==> config.mk <==
export PLATFORM = sky130hd
export DESIGN_NAME = alu_operand_entry
export DESIGN_NICKNAME = d
export VERILOG_FILES = /design/src/rtl/alu_entry_pkg.sv /design/src/rtl/alu_operand_entry_key_debounce.sv /design/src/rtl/alu_operand_entry.sv
export SDC_FILE = /design/constraint.sdc
export NUM_CORES = 1
export LEC_CHECK = 0
export ABC_AREA = 0
export BUFFER_PORTS_ARGS = -buffer_cell sky130_fd_sc_hd__buf_4
export CAP_MARGIN = 15
export CORE_AREA = 2 2 71 73
export DETAILED_ROUTE_END_ITERATION = 8
export DIE_AREA = 0 0 73 75
export PLACE_DENSITY = 0.58
export SYNTH_ARGS = -nofsm -noshare
export SYNTH_HDL_FRONTEND = slang
export SYNTH_SLANG_ARGS = --single-unit
==> constraint.sdc <==
create_clock -name clock -period 1.7 [get_ports clock]
set_input_delay 0.34 -clock clock [delete_from_list [all_inputs] [get_ports clock]]
set_output_delay 0.34 -clock clock [all_outputs]
set_load 0.02 [all_outputs]
==> src/rtl/alu_entry_pkg.sv <==
// Shared types and constants for the ALU operand-entry front end.
// State encodings are visible on LEDR, so they are fixed explicitly.
package alu_entry_pkg;

  typedef enum logic [2:0] {
    GET_A = 3'd0,
    GET_B = 3'd1,
    GET_F = 3'd2,
    ISSUE = 3'd3,
    SHOW  = 3'd4
  } state_t;

  // Function codes understood by the lab ALU; 6 and 7 are passed through and yield 0.
  localparam logic [2:0] FN_INC     = 3'd0;
  localparam logic [2:0] FN_ADD     = 3'd1;
  localparam logic [2:0] FN_ADD_BEH = 3'd2;
  localparam logic [2:0] FN_XOR_OR  = 3'd3;
  localparam logic [2:0] FN_REDOR   = 3'd4;
  localparam logic [2:0] FN_CONCAT  = 3'd5;

  localparam logic [7:0] ERR_RESULT = 8'hEE;

endpackage

==> src/rtl/alu_operand_entry_key_debounce.sv <==
// Pushbutton conditioning: 2-flop synchronizer, stability counter and
// a one-cycle press pulse on the debounced rising edge (releases are silent).
module key_debounce #(
  parameter int DEBOUNCE_CYCLES = 16
) (
  input  logic clock,
  input  logic reset,
  input  logic raw,
  output logic press
);

  localparam int CW = $clog2(DEBOUNCE_CYCLES + 1);
  localparam logic [CW-1:0] CNT_LAST = CW'(DEBOUNCE_CYCLES - 1);

  logic          sync1, sync2;
  logic          level, level_prev;
  logic [CW-1:0] count;

  // NOTE: every flop here is sequential state, so only non-blocking assignments are used.
  always_ff @(posedge clock) begin
    if (reset) begin
      sync1      <= 1'b0;
      sync2      <= 1'b0;
      level      <= 1'b0;
      level_prev <= 1'b0;
      count      <= '0;
    end else begin
      sync1      <= raw;
      sync2      <= sync1;
      level_prev <= level;
      if (sync2 == level) begin
        count <= '0;
      end else if (count == CNT_LAST) begin
        // Input has differed for the full window: accept the new level.
        level <= sync2;
        count <= '0;
      end else begin
        count <= count + 1'b1;
      end
    end
  end

  assign press = level & ~level_prev;

endmodule

==> src/rtl/alu_operand_entry.sv <==
// Button-driven operand/function entry for the lab ALU: collects A, B and F,
// issues one req/ack transaction with timeout and holds the result for display.
module alu_operand_entry
  import alu_entry_pkg::*;
#(
  parameter int DEBOUNCE_CYCLES = 16,
  parameter int TIMEOUT_CYCLES  = 255
) (
  input  logic       clock,
  input  logic       reset,
  input  logic [3:0] sw,
  input  logic       enter,
  output logic [3:0] alu_a,
  output logic [3:0] alu_b,
  output logic [2:0] alu_func,
  output logic       alu_req,
  input  logic       alu_ack,
  input  logic [7:0] alu_result,
  output logic [7:0] result,
  output logic       result_valid,
  output logic       error,
  output logic [2:0] state_code
);

  localparam logic [7:0] TIMEOUT_LAST = 8'(TIMEOUT_CYCLES - 1);

  logic       press;
  state_t     state_q, state_d;
  logic [3:0] a_d, b_d;
  logic [2:0] f_d;
  logic [7:0] res_d;
  logic       err_q, err_d;
  logic [7:0] tcnt_q, tcnt_d;

  key_debounce #(
    .DEBOUNCE_CYCLES(DEBOUNCE_CYCLES)
  ) u_key_debounce (
    .clock(clock),
    .reset(reset),
    .raw  (enter),
    .press(press)
  );

  // NOTE: every variable gets its hold value first, so no path can infer a latch.
  always_comb begin
    state_d = state_q;
    a_d     = alu_a;
    b_d     = alu_b;
    f_d     = alu_func;
    res_d   = result;
    err_d   = err_q;
    tcnt_d  = tcnt_q;
    case (state_q)
      GET_A: if (press) begin a_d = sw; state_d = GET_B; end
      GET_B: if (press) begin b_d = sw; state_d = GET_F; end
      GET_F: if (press) begin
        f_d     = sw[2:0];
        tcnt_d  = '0;
        state_d = ISSUE;
      end
      ISSUE: begin
        // Ack has priority over a timeout landing in the same cycle.
        if (alu_ack) begin
          res_d   = alu_result;
          err_d   = 1'b0;
          state_d = SHOW;
        end else if (tcnt_q == TIMEOUT_LAST) begin
          res_d   = ERR_RESULT;
          err_d   = 1'b1;
          state_d = SHOW;
        end else begin
          tcnt_d = tcnt_q + 8'd1;
        end
      end
      SHOW:    if (press) state_d = GET_A;
      default: state_d = GET_A;
    endcase
  end

  always_ff @(posedge clock) begin
    if (reset) begin
      state_q  <= GET_A;
      alu_a    <= '0;
      alu_b    <= '0;
      alu_func <= '0;
      result   <= '0;
      err_q    <= 1'b0;
      tcnt_q   <= '0;
    end else begin
      state_q  <= state_d;
      alu_a    <= a_d;
      alu_b    <= b_d;
      alu_func <= f_d;
      result   <= res_d;
      err_q    <= err_d;
      tcnt_q   <= tcnt_d;
    end
  end

  assign alu_req      = (state_q == ISSUE);
  assign result_valid = (state_q == SHOW);
  assign error        = err_q & (state_q == SHOW);
  assign state_code   = state_q;

endmodule
==> flow_summary.yaml <==
floorplan:
  rows: 25
  dieHeight_um: 75
  die_w_um: 73
  die-area_um2: 5475
  io_pins: 41
  core_um2: 4661
  start_util: 0.3675
setup_path:
  cp_max_fo: 7
  r2r_cells: 6
  crit_top_cell: "buf_4"
  cp.depth: 4
  cp_slowest_cell: "dfxtp_1"
  cp.arrival_ns: 1.29
  rr_startpoint: "tcnt_q[0]$_SDFFE_PP0P_"
  crit_chain: "buf_4, nor3b_4, and2_1, buf_4"
  path_class: "flop to primary output"
  cpLargestDelayFamily: "simple AND/OR/NAND/NOR gates"
  crit_required_ns: 1.36
  max_stage_delay_ns: 0.34
  cp-startpoint: "state_code[1]$_SDFFE_PP0P_"
  start_kind: "flop"
  crit_buf_inv: 2
  cp-end-kind: "primary output"
clocking:
  htree_levels: 2
  tritoncts: "yes"
  holdBufCountCts: 0
  numCtsBuffers: 5
  clock-sinks: 40
  path_clk_slew_ns: 0.08
  post_cts_buffers: 0
  post_cts_resized: 1
  cts_root_buf: "clkbuf_8"
  clock_latency_ns: 0.29
  cts_buffer_depth: 2
power:
  internal_power_mw: 1.297
  power_frac_seq: 0.566
  pwr-share-clk: 0.399
  total_power_mw: 1.660
  switching_share: 0.2187
  p_leak_nw: 0.9544
  p_per_area_nw_per_um2: 759.4
  vdd_drop_max_mv: 0.4872
  combinationalPowerShare: 0.035
  switching_power_mw: 0.3631
synth:
  syn_nets: 198
  synthesis.area_um2: 1713
  yosys-top-cells-count: "dfxtp_1, nor2_1, nand3_1"
  synth_top_area_frac: 0.4675
  seq_area_frac_synth: 0.4675
  synth_area_leaders: "dfxtp_1, mux2i_1, nand3_1, o221a_2, nor2_1"
  synthCells: 178
  synthFlopType: "dfxtp_1"
  ys_types: 44
  yosys.area.top_type: "dfxtp_1"
  yosysMostFrequentCell: "dfxtp_1"
  ys_async_sr_fraction: 0
  avgSynthCellArea_um2: 9.623
  synth-edff-count: 0
  ys_warn_count: 0
  ys_ff_latch: 40
final_layout:
  drive_above_1_share: 0.3259
  diodes: 0
  nNetsFinal: 243
  syn_to_final_growth_pct: 27.61
sta:
  setup_viol: 0
  fin_skew_ns: 0.005284
  tightest_slew_ns: 0.3333
  hold_viol_final: 0
  rsz0062_at_grt: "no"
  max_freq_ghz: 0.6148
  finalCritPeriodShare: 0.9568
  relSlewSlack: 0.7765
  period_needed_ns: 1.627
  slew_violations: 0
  setup_tns_ns: 0
drt:
  vias: 1403
  wire_per_inst_um: 12.73
  drt-initial-drc-count: 44
  drc: 0
  wl_um: 3538
  vias_per_cell: 5.047
  drt_pass1_iterations: 4
  antenna_left: 0
place:
  portBuffers: 40
  globalplace.congestion: 0.7804
  hpwlAfterDp_um: 2499
grt:
  grt_pass1_wl_um: 5727
  antenna_found_initial: 0
  grt_pass1_vias: 1265
  grt_overflow: 0
  grt_max_degree: 29
  grt_util_all_layers: 0.1328
run:
  cap_violations: 0
worst_hold_path:
  hp-class: "primary input to flop"
  holdPathStages: 2
  holdCritStartpoint: "enter"
status:
  status: "completed"
power groups by stage:
stage                     Sequential [mW]  Clock [mW]  Combinational (mW)
after floorplan                     0.962           0              0.0231
after global placement              0.962           0              0.0594
after detailed placement            0.962           0              0.0589
after CTS                           0.940       0.676              0.0590
after global routing                0.940       0.716              0.0627
final                               0.940       0.662              0.0583
flip-flops by register name (all words and copies together) (netlist names):
register	count
u_key_debounce.sync1	1
u_key_debounce.level	1
alu_func	3
result	8
alu_a	4
u_key_debounce.count	5
state_code	3
err_q	1
tcnt_q	8
alu_b	4
u_key_debounce.level_prev	1
u_key_debounce.sync2	1
final timing paths:
kind,to,slack [ns]
max reg2reg,tcnt_q[2]$_SDFFE_PP0P_,0.09
max,error,0.07
min reg2reg,u_key_debounce.sync2$_SDFF_PP0_,0.45
min,u_key_debounce.sync1$_SDFF_PP0_,0.27
area by class of cell:
cell class                 count  area, um2
fill                         462       2475
multi-input combinational    122      842.1
sequential                    40      802.0
timing repair buffer          47      352.8
clock buffer                   7      86.33
tap                           54      67.56
inverter                       7      27.53
clock inverter                 1      7.507
cell families after synthesis:
logic type	Yosys count	synth area share
mux	9	0.05260
fa+ha+maj	4	0.02922
compound gates	37	0.1651
buf+inv	16	0.04748
xor+xnor	3	0.01534
flops	40	0.4675
simple gates	69	0.2228
cell usage in the layout (no fill, tap or decap), types with 2 or more instances in the layout:
cell type	synthesis	final
nand2b_1	2	2
nor4_1	2	2
nor2_1	17	17
nor2b_1	4	4
inv_1	6	6
nand3_1	15	15
dfxtp_1	40	39
o21ai_0	7	7
nand2_1	10	10
o221a_2	6	6
clkbuf_8	0	6
xnor2_1	2	2
buf_4	1	47
and2_1	3	3
nand4_1	3	3
ha_1	4	4
a21oi_1	10	10
a211oi_1	2	2
nor2_2	2	2
o21a_1	3	3
mux2i_1	9	9
per-stage QoR:
step | cells | util | area, um2 | setup WS (ns) | hold slack (ns)
after floorplan | 178 | - | 1718 | 0.1201 | 0.4138
after global placement | 270 | 0.4470 | 2083 | 0.1436 | 0.4260
after detailed placement | 270 | 0.4470 | 2083 | 0.1076 | 0.4371
after CTS | 278 | 0.4674 | 2178 | 0.04177 | 0.2656
after global routing | 278 | 0.4690 | 2186 | 0.02020 | 0.2733
final | 278 | 0.4690 | 2186 | 0.07346 | 0.2668
per-layer routing:
metal,vias to the layer above,GRT usage,part of all wire
li1,728,-,-
met1,632,0.1806,0.51
met2,38,0.2012,0.42
met3,5,0.04552,0.059
met4,0,0.03704,0.011
met5,-,0,0
worst reg2reg max path, delay by kind of cell, from the launching register on:
kind,cells,cell delay (ns)
buffers and inverters,1,0.05
and+or+nand+nor,1,0.19
DFF,1,0.33
AOI/OAI and AO/OA,3,0.74
adders and majority gates,1,0.19
(Power assumes the default switching activity.)
